`src/rtl/npu_host_seq.sv`:
```
// Host register interface and conv1 -> conv2 x CHAN -> FCN layer sequencer.
// Also holds the FC1 weight FIFO, the sticky status flags and the interrupt.
//
// state   | meaning
// --------+-----------------------------------------------
// IDLE    | no job running; a GO starts conv1
// CONV1   | conv1 pass running, counting output pixels
// C2_WAIT | host loads channel ch data, then issues GO
// CONV2   | conv2 channel pass running, accumulating psums
// FCN     | waiting for the FCN result strobe
// DONE    | one-cycle completion state
module npu_host_seq #(
    parameter int CHAN     = 10,
    parameter int NUM_PE   = 4,
    parameter int N_PIX1   = 182,
    parameter int N_PIX2   = 132,
    parameter int WF_DEPTH = 8
) (
    input  logic                clk,
    input  logic                rst_ni,
    input  logic                ena,
    input  logic                wea,
    input  logic [15:0]         addra,
    input  logic [31:0]         dina,
    output logic [31:0]         douta,
    output logic                conv_trigger,
    output logic                conv_layer,
    output logic                conv_clear,
    input  logic                conv_pix_valid,
    output logic                psum_clear,
    output logic                fcn_start,
    output logic [8*NUM_PE-1:0] fcn_w,
    output logic                fcn_w_valid,
    input  logic                fcn_w_ready,
    input  logic                fcn_done,
    input  logic [23:0]         fcn_logit,
    output logic                irq
);
    localparam int PIX_MAX = (N_PIX1 > N_PIX2) ? N_PIX1 : N_PIX2;
    localparam int PIX_W   = $clog2(PIX_MAX + 1);
    localparam int CH_W    = $clog2(CHAN + 1);
    localparam int AW      = $clog2(WF_DEPTH);
    localparam int FW      = 8 * NUM_PE;
    localparam logic [PIX_W-1:0] PIX1_LAST = PIX_W'(N_PIX1 - 1);
    localparam logic [PIX_W-1:0] PIX2_LAST = PIX_W'(N_PIX2 - 1);
    localparam logic [CH_W-1:0]  CHAN_L    = CH_W'(CHAN);
    localparam logic [AW:0]      WF_FULL   = (AW + 1)'(WF_DEPTH);

    typedef enum logic [2:0] {
        S_IDLE    = 3'd0,
        S_CONV1   = 3'd1,
        S_C2_WAIT = 3'd2,
        S_CONV2   = 3'd3,
        S_FCN     = 3'd4,
        S_DONE    = 3'd5
    } state_t;

    state_t            r_state, w_state_nxt;
    logic [PIX_W-1:0]  r_pix;
    logic [CH_W-1:0]   r_ch, w_ch_nxt, w_ch_inc;
    logic              r_conv_trigger, r_conv_layer, r_conv_clear, r_psum_clear, r_fcn_start;
    logic              w_trig, w_layer_nxt, w_cclr, w_pclr, w_fstart;
    logic              r_done, r_err_ovf, r_err_cmd, r_irq_en;
    logic              w_done_set, w_cmd_err, w_ovf;
    logic [23:0]       r_logit;
    logic [31:0]       r_douta, w_rdata;
    logic [FW-1:0]     r_wf_mem [WF_DEPTH];
    logic [AW-1:0]     r_wf_wptr, r_wf_rptr;
    logic [AW:0]       r_wf_cnt;

    logic [2:0]  w_sel;
    logic [11:0] w_idx;
    logic        w_wr, w_rd, w_ctrl_wr, w_go, w_abort, w_w1c, w_push;
    logic        w_busy, w_wf_full, w_wf_empty, w_pop, w_push_ok;
    logic        w_pix1_last, w_pix2_last;

    assign w_sel     = addra[14:12];
    assign w_idx     = addra[11:0];
    assign w_wr      = ena & wea;
    assign w_rd      = ena & ~wea;
    assign w_ctrl_wr = w_wr && (w_sel == 3'd5) && (w_idx == 12'd0);
    assign w_abort   = w_ctrl_wr & dina[1];
    assign w_go      = w_ctrl_wr & dina[0] & ~dina[1];
    assign w_w1c     = w_wr && (w_sel == 3'd7) && (w_idx == 12'd0);
    assign w_push    = w_wr && (w_sel == 3'd3);

    assign w_busy      = (r_state != S_IDLE);
    assign w_pix1_last = conv_pix_valid && (r_pix == PIX1_LAST);
    assign w_pix2_last = conv_pix_valid && (r_pix == PIX2_LAST);
    assign w_ch_inc    = r_ch + 1'b1;

    assign w_wf_full  = (r_wf_cnt == WF_FULL);
    assign w_wf_empty = (r_wf_cnt == '0);
    assign w_pop      = ~w_wf_empty & fcn_w_ready;
    assign w_push_ok  = w_push & (~w_wf_full | w_pop);
    assign w_ovf      = w_push & w_wf_full & ~w_pop;

    always_ff @(posedge clk or negedge rst_ni) begin
        if (!rst_ni) begin
            r_state        <= S_IDLE;
            r_ch           <= '0;
            r_conv_trigger <= 1'b0;
            r_conv_layer   <= 1'b0;
            r_conv_clear   <= 1'b0;
            r_psum_clear   <= 1'b0;
            r_fcn_start    <= 1'b0;
        end else begin
            r_state        <= w_state_nxt;
            r_ch           <= w_ch_nxt;
            r_conv_trigger <= w_trig;
            r_conv_layer   <= w_layer_nxt;
            r_conv_clear   <= w_cclr;
            r_psum_clear   <= w_pclr;
            r_fcn_start    <= w_fstart;
        end
    end

    always_comb begin
        w_state_nxt = r_state;
        w_ch_nxt    = r_ch;
        w_layer_nxt = r_conv_layer;
        w_trig      = 1'b0;
        w_cclr      = 1'b0;
        w_pclr      = 1'b0;
        w_fstart    = 1'b0;
        w_done_set  = 1'b0;
        w_cmd_err   = 1'b0;
        if (w_abort) begin
            // An abort in IDLE only flushes the FIFO; no clear pulses.
            if (r_state != S_IDLE) begin
                w_state_nxt = S_IDLE;
                w_cclr      = 1'b1;
                w_pclr      = 1'b1;
                w_ch_nxt    = '0;
                w_layer_nxt = 1'b0;
            end
        end else begin
            case (r_state)
                S_IDLE: begin
                    if (w_go) begin
                        w_state_nxt = S_CONV1;
                        w_trig      = 1'b1;
                        w_layer_nxt = 1'b0;
                    end
                end
                S_CONV1: begin
                    w_cmd_err = w_go;
                    if (w_pix1_last) begin
                        w_state_nxt = S_C2_WAIT;
                        w_cclr      = 1'b1;
                        w_pclr      = 1'b1;
                        w_ch_nxt    = '0;
                        w_layer_nxt = 1'b1;
                    end
                end
                S_C2_WAIT: begin
                    if (w_go) begin
                        w_state_nxt = S_CONV2;
                        w_trig      = 1'b1;
                    end
                end
                S_CONV2: begin
                    w_cmd_err = w_go;
                    if (w_pix2_last) begin
                        w_cclr   = 1'b1;
                        w_ch_nxt = w_ch_inc;
                        if (w_ch_inc == CHAN_L) begin
                            w_state_nxt = S_FCN;
                            w_layer_nxt = 1'b0;
                            w_fstart    = 1'b1;
                        end else begin
                            w_state_nxt = S_C2_WAIT;
                        end
                    end
                end
                S_FCN: begin
                    w_cmd_err = w_go;
                    if (fcn_done) begin
                        w_state_nxt = S_DONE;
                        w_done_set  = 1'b1;
                    end
                end
                S_DONE: begin
                    w_cmd_err   = w_go;
                    w_state_nxt = S_IDLE;
                end
                default: w_state_nxt = S_IDLE;
            endcase
        end
    end

    // Pixel counter restarts on every state change.
    always_ff @(posedge clk or negedge rst_ni) begin
        if (!rst_ni) begin
            r_pix <= '0;
        end else if (w_state_nxt != r_state) begin
            r_pix <= '0;
        end else if (conv_pix_valid && (r_state == S_CONV1 || r_state == S_CONV2)) begin
            r_pix <= r_pix + 1'b1;
        end
    end

    // Sticky flags: a set in the same cycle as a W1C wins.
    always_ff @(posedge clk or negedge rst_ni) begin
        if (!rst_ni) begin
            r_done    <= 1'b0;
            r_err_ovf <= 1'b0;
            r_err_cmd <= 1'b0;
            r_irq_en  <= 1'b0;
            r_logit   <= '0;
        end else begin
            r_done    <= w_done_set | (r_done    & ~(w_w1c & dina[0]));
            r_err_ovf <= w_ovf      | (r_err_ovf & ~(w_w1c & dina[1]));
            r_err_cmd <= w_cmd_err  | (r_err_cmd & ~(w_w1c & dina[2]));
            if (w_ctrl_wr)  r_irq_en <= dina[2];
            if (w_done_set) r_logit  <= fcn_logit;
        end
    end

    always_ff @(posedge clk or negedge rst_ni) begin
        if (!rst_ni) begin
            r_wf_wptr <= '0;
            r_wf_rptr <= '0;
            r_wf_cnt  <= '0;
            for (int i = 0; i < WF_DEPTH; i++) r_wf_mem[i] <= '0;
        end else if (w_abort) begin
            r_wf_wptr <= '0;
            r_wf_rptr <= '0;
            r_wf_cnt  <= '0;
        end else begin
            if (w_push_ok) begin
                r_wf_mem[r_wf_wptr] <= dina[FW-1:0];
                r_wf_wptr           <= r_wf_wptr + 1'b1;
            end
            if (w_pop) r_wf_rptr <= r_wf_rptr + 1'b1;
            case ({w_push_ok, w_pop})
                2'b10:   r_wf_cnt <= r_wf_cnt + 1'b1;
                2'b01:   r_wf_cnt <= r_wf_cnt - 1'b1;
                default: r_wf_cnt <= r_wf_cnt;
            endcase
        end
    end

    always_comb begin
        w_rdata = '0;
        if (w_sel == 3'd7) begin
            case (w_idx)
                12'd0:   w_rdata = {25'b0, 3'(r_state), r_err_cmd, r_err_ovf, w_busy, r_done};
                12'd4:   w_rdata = {{8{r_logit[23]}}, r_logit};
                12'd8:   w_rdata = 32'(r_ch);
                12'd12:  w_rdata = 32'(r_wf_cnt);
                default: w_rdata = '0;
            endcase
        end
    end

    always_ff @(posedge clk or negedge rst_ni) begin
        if (!rst_ni) begin
            r_douta <= '0;
        end else if (w_rd) begin
            r_douta <= w_rdata;
        end
    end

    assign douta        = r_douta;
    assign conv_trigger = r_conv_trigger;
    assign conv_layer   = r_conv_layer;
    assign conv_clear   = r_conv_clear;
    assign psum_clear   = r_psum_clear;
    assign fcn_start    = r_fcn_start;
    assign fcn_w        = r_wf_mem[r_wf_rptr];
    assign fcn_w_valid  = ~w_wf_empty;
    assign irq          = r_done & r_irq_en;
endmodule

```
`config.mk`:
```
export PLATFORM = sky130hd
export DESIGN_NAME = npu_host_seq
export DESIGN_NICKNAME = d
export VERILOG_FILES = /design/src/rtl/npu_host_seq.sv
export SDC_FILE = /design/constraint.sdc
export NUM_CORES = 1
export LEC_CHECK = 0
export ABC_AREA = 1
export CAP_MARGIN = 20
export CORE_MARGIN = 2
export CORE_UTILIZATION = 61
export CTS_BUF_LIST = sky130_fd_sc_hd__clkbuf_8
export CTS_CLUSTER_SIZE = 25
export DETAILED_ROUTE_END_ITERATION = 12
export GPL_TIMING_DRIVEN = 0
export PLACE_DENSITY = 0.89
export SYNTH_ARGS = -nofsm -noshare
export SYNTH_HDL_FRONTEND = slang
export SYNTH_SLANG_ARGS = --single-unit
```
`constraint.sdc`:
```
create_clock -name clk -period 3.9 [get_ports clk]
set_input_delay 0.585 -clock clk [delete_from_list [all_inputs] [get_ports clk]]
set_output_delay 0.585 -clock clk [all_outputs]
set_load 0.1 [all_outputs]
```
==> impl_metrics.ini, run 1 <==
[run_status]
status = finished clean

[power]
p_leak_nw = 8.937
p_per_area_nw_per_um2 = 754.5
peakVddDrop_mv = 0.9059
total_power_mw = 14.24

[cts]
htreeDepth = 2
post_cts.repair.setup_buffers = 0
clock-root-buffer = clkbuf_8
clkLatencyLatePin_ns = 0.61
numCtsBuffers = 54
cts_num_sinks = 338
clk_pin_slew_worst_paths_ns = 0.06
clk_path_buf_depth = 3
tritoncts = yes

[sta]
tns_ns = 0
rsz0062_at_grt = true
hold_violations = 0
worst_slew_pin_slew_ns = 1.048
slew_headroom_pct = 29.91
fin_crit_ns = 3.861
fmax_mhz = 259.0
finClkSkew_ns = 0.02225
slew_viol_final = 0
setup_ws_ns = 0.03881
holdWs_ns = 0.3195
setup_viol = 0
period_share_pct = 99.00

[yosys]
yosysSeqAreaShare_pct = 53.35
syn_area_um2 = 15850
synth.net_count = 1899
synth.distinct_cells = 34
avgSynthCellArea_um2 = 8.754
synth_common_cells = 353 x nand2_1, 338 x dfrtp_1, 280 x nor2_1, 200 x o21ai_1, 190 x o21ai_0
synth.area.top_cells = dfrtp_1 53%, nand2_1 8.4%, nor2_1 6.6%
synth-async-reset-ratio_pct = 100.0
synthFlopType = dfrtp_1
synth_top_area_share_pct = 53.35
synth_edf_count = 0
synth_most_common_cell = nand2_1
synth_top_area_cell = dfrtp_1
ys_ff_latch = 338
yosys_warnings = 0
synth_cells = 1811

[hold_path]
holdPathStages = 3
min_path_type = input pin to flip-flop

[detailed_routing]
wl_mm = 45.17
route.detailed.drc = 0
avgRoutedWirePerCell_um = 18.89
drt_iter0_drc = 1674
vias = 14210
viasPerCell = 5.942
firstDrtPassIters = 6
postRouteAntennaNets = 0

[setup_path]
crit_slowest_cell = clkdlybuf4s15_2
path_max_fanout = 10
path_cells = inv_1 > buf_2 > clkbuf_1 > o21ai_0 > o22ai_1 > nor2_1 > a31oi_1 > clkdlybuf4s15_2
critPathRequiredTime_ns = 3.31
critPathLaunchType = flip-flop
crit_cells = 8
crit_buf_inv = 4
ff2ff_setup_slack_ns = 1.63
cpPeakStageDelay_ns = 0.58
arrival_ns = 3.28
worstSetupPathType = flip-flop to output port
critPathTopFamily = buffers and inverters
cp-end-kind = output port
reg2reg_depth = 10

[grt]
gr-total-overflow = 0
antenna_found_initial = 0
grt_pass1_vias = 14120
grt_use_total_pct = 33.81
grt_first_pass_wirelength_mm = 71.53
grt_max_degree = 125

[placement]
port_buffers = 147
finalWeightedCongestion = 0.8848
dpl.hpwl_mm = 30.15
place_area_um2 = 17830
placedCellCount = 2296
pre_cts_slack_ns = -0.2000

[die]
die_area_um2 = 27290
core_area_um2 = 25760
start_util_pct = 61.53
die_y_um = 165.2
ios = 150
rows = 59
dieWidth_um = 165.2

[final_layout]
antennaDiodeCount = 0
drive_above_1_share_pct = 13.47
n_fill_cell = 1871
syn2layout_area_growth_pct = 19.03
final_area_um2 = 18870
finalCoreUtilization_pct = 73.24
nets = 2106
stdcell_count = 2391

[flow_run]
maxCapViolCount = 0
==> where the power goes <==
part           switching [mW]  internal, mW  total (mW)  leakage, nW
registers               0.433          4.17        4.60         4.56
logic                    5.01          1.67        6.68         3.75
clock network            1.39          1.56        2.95        0.623
==> tightest hold or removal path: stages <==
cell     delay, ns
buf_4         0.14
o21ai_0       0.09
o21ai_0       0.07
==> cell families (layout without fill, tap and decap cells) <==
logic type               Yosys count  in the layout  share of synthesized area [%]
AND/OR/NAND/NOR                  686            686                          17.55
AO/OA/AOI/OAI                    536            536                          18.90
flip-flops                       338            338                          53.35
multiplexers                      17             17                          1.208
XOR/XNOR                          12             12                         0.6630
buffers and inverters            213            458                          7.569
adder cells (fa/ha/maj)            9              9                         0.7577
==> cell usage in the layout, fill, tap and decap left out, types with 18 or more instances in the layout <==
cell type | synthesis | routed
a31oi_1 | 33 | 33
o21ai_1 | 200 | 200
o22ai_1 | 42 | 42
clkdlybuf4s15_2 | 0 | 18
o21ai_2 | 57 | 57
clkdlybuf4s50_1 | 0 | 114
dfrtp_1 | 338 | 338
buf_2 | 11 | 21
clkbuf_8 | 3 | 68
nand3_1 | 20 | 20
buf_6 | 41 | 41
inv_1 | 94 | 118
o21ai_0 | 190 | 190
clkbuf_1 | 43 | 36
nor2_1 | 280 | 280
nand2_1 | 353 | 353
==> flip-flops by register name (all words and copies together), names as in the netlist <==
name and cells:
conv_clear 1, conv_layer 1, conv_trigger 1, douta 24, fcn_start 1, psum_clear 1
r_ch 4, r_done 1, r_err_cmd 1, r_err_ovf 1, r_irq_en 1, r_logit 24
r_pix 8, r_state 3, r_wf_cnt 4, r_wf_mem 256, r_wf_rptr 3, r_wf_wptr 3
==> cell type report <==
cell class / instances / area, um^2 / area share (%)
tap: 335 / 419.2 / 2.221
multi-input combinational: 1260 / 6195 / 32.83
inverter: 95 / 356.6 / 1.890
timing repair buffer: 151 / 1541 / 8.169
buffer: 118 / 855.8 / 4.536
clock inverter: 29 / 148.9 / 0.7891
clock buffer: 65 / 894.6 / 4.741
sequential: 338 / 8458 / 44.82
==> what timing repair did <==
item	CTS	global route
gates resized for setup	148	19
setup endpoints to repair	32	21
hold buffers	1	0
endpoints found under the hold margin	34	0
cloned	0	0
==> path summary, 6_finish.rpt <==
check / end / start
max in group asynchronous: r_pix[6] / rst_ni
worst max-delay path: fcn_w[19] / r_wf_rptr[0]
worst min-delay path: douta[8] / wea
min in group asynchronous: r_wf_mem[168] / rst_ni
worst min register to register: r_wf_mem[133] / r_wf_mem[133]
worst max register to register: r_wf_cnt[3] / r_wf_cnt[0]
==> layer usage <==
layer  GRT usage [%]  part of all wire [%]  up-vias
li1                -                     -     6420
met1           41.69                    37     6774
met2           55.93                    47      859
met3           9.665                    11      155
met4           14.51                   3.8        0
met5               0                     0        -
No activity file was read; power rests on OpenSTA's default activity.
==> run 2, diff against run 1 <==
- CORE_MARGIN: 2 -> not set
==> run 2 against run 1 <==
  * The flow now finishes with violations (negative hold slack)
  * Setup slack improved by 0.0060 ns
  * Total power rose by 1.4%
  * Final area rose by 0.17%
  * Global-route usage rose by 0.56 points
  * Register-to-register slack improved by 0.03 ns
  * Fmax rose by 0.16%
  * Sequential share of layout area fell by 0.074 points
  * Worst hold slack got worse by 0.33 ns
  * Flip-flop and latch count did not move
  * Critical path depth did not move
  * Utilization rose by 1.4 points
  * Largest cell class unchanged
==> impl_metrics.ini, run 2 (same netlist as run 1, synthesis figures left out) <==
[cts]
clock-root-buffer = clkbuf_8
clk_pin_slew_worst_paths_ns = 0.07
cts_num_sinks = 338
post_cts.repair.setup_buffers = 0
numCtsBuffers = 54
ctsHoldBuffers = 0
clk_path_buf_depth = 3
clkLatencyLatePin_ns = 0.61
tritoncts = yes
htreeDepth = 2

[placement]
port_buffers = 147
dpl.hpwl_mm = 29.47
finalWeightedCongestion = 0.8882
placedCellCount = 2290

[setup_path]
critPathRequiredTime_ns = 3.31
path_cells = inv_1 > clkbuf_1 > clkbuf_1 > o21ai_0 > o22ai_1 > nor2_1 > a31oi_1 > clkdlybuf4s18_2
critPathLaunchType = flip-flop
cp-end-kind = output port
worstSetupPathType = flip-flop to output port
path_common_cell = clkbuf_1
crit_buf_inv = 4
arrival_ns = 3.27
crit_slowest_cell = clkdlybuf4s18_2
path_max_fanout = 10
cpPeakStageDelay_ns = 0.57
critPathTopFamily = buffers and inverters

[sta]
holdWs_ns = -0.008006
finClkSkew_ns = 0.02569
slew_headroom_pct = 30.86
slew_viol_final = 0
period_share_pct = 98.85
fin_crit_ns = 3.855
fmax_mhz = 259.4
hold_violations = 3
rsz0062_at_grt = false
setup_viol = 0
worst_slew_pin_slew_ns = 1.034
tns_ns = 0

[grt]
grt_max_degree = 132
gr-total-overflow = 0
grt_first_pass_wirelength_mm = 71.35
grt_use_total_pct = 34.37
antenna_found_initial = 0
grt_pass1_vias = 13920

[flow_run]
maxCapViolCount = 0

[final_layout]
ff_latch_area_um2 = 8458
multiInputGateArea_um2 = 6195
final_cell_mix = 353 x nand2_1, 338 x dfrtp_1, 280 x nor2_1, 200 x o21ai_1, 190 x o21ai_0
largest_register_ffs = 256
n_fill_cell = 1792
nets = 2104
drive_above_1_share_pct = 13.61
stdcell_count = 2388
syn2layout_area_growth_pct = 19.23
antennaDiodeCount = 0
largest_register = r_wf_mem
final_common_cell = nand2_1

[detailed_routing]
avgRoutedWirePerCell_um = 18.74
drt_iter0_drc = 1593
route.detailed.drc = 0
viasPerCell = 5.951
vias = 14210
wl_mm = 44.74
postRouteAntennaNets = 0
firstDrtPassIters = 7

[die]
dieWidth_um = 163.2
rows = 58
start_util_pct = 62.59
die_y_um = 163.2
die_area_um2 = 26640
ios = 150
core_area_um2 = 25330

[hold_path]
min_path_type = input pin to async pin

[run_status]
failed_checks = negative hold slack
status = finished with violations

[power]
p_per_area_nw_per_um2 = 763.5
p_leak_nw = 8.944
peakVddDrop_mv = 0.9498
run 2: cell types whose count changed in the layout (fill, tap and decap cells not counted), moves of 4 or more:
cell             delta
clkbuf_8            +6
clkdlybuf4s15_2     -5
clkinv_2            +5
inv_1               -7
clkbuf_1            +4
run 2: final timing paths:
check | cells past startpoint | start | to | slack, ns
worst min-delay path | 1 | rst_ni | r_wf_mem[135] | -0.008
min in group clk | 3 | wea | douta[7] | 0.32
worst max-delay path | 8 | r_wf_rptr[1] | fcn_w[10] | 0.04
worst min register to register | 2 | r_wf_mem[149] | r_wf_mem[149] | 0.48
worst max register to register | 10 | r_wf_cnt[0] | r_wf_cnt[3] | 1.66
max in group asynchronous | 2 | rst_ni | douta[13] | 2.79
run 2: where the power goes:
part | total, mW | switching [mW] | internal, mW
Clock | 3.24 | 1.42 | 1.82
Sequential | 4.60 | 0.433 | 4.17
Combinational | 6.59 | 4.98 | 1.61
run 2: layer usage:
layer  part of all wire (%)  global-route usage (%)  up-vias
met1                     38                   42.60     6877
met4                    3.3                   14.53        0
met3                    9.9                   8.659      123
met5                      0                       0        -
li1                       -                       -     6426
met2                     49                   57.16      786
run 2: timing repair:
action	in CTS	in global routing
endpoints found under the setup margin	32	24
endpoints found under the hold margin	0	0
resized for setup	112	37
run 2: area by class of cell:
class / count / share of cell area, %
sequential: 338 / 44.75
multi-input combinational: 1260 / 32.78
timing repair buffer: 149 / 7.752
clock buffer: 71 / 5.170
buffer: 118 / 4.482
tap: 330 / 2.185
inverter: 95 / 1.887
clock inverter: 27 / 0.9996
run 2: metrics by stage:
stage	power, mW	cell area, um^2	utilization, %	setup slack (ns)	hold slack (ns)
floorplan	9.483	15850	-	0.4611	0.2894
global placement	11.10	17740	70.03	-12.00	0.4583
detailed placement	11.28	17800	70.27	0.02616	0.4642
CTS	14.38	18950	74.83	0.0009217	0.03104
global route	15.11	18900	74.63	0.01499	0.05583
finish	14.43	18900	74.63	0.04480	-0.008006
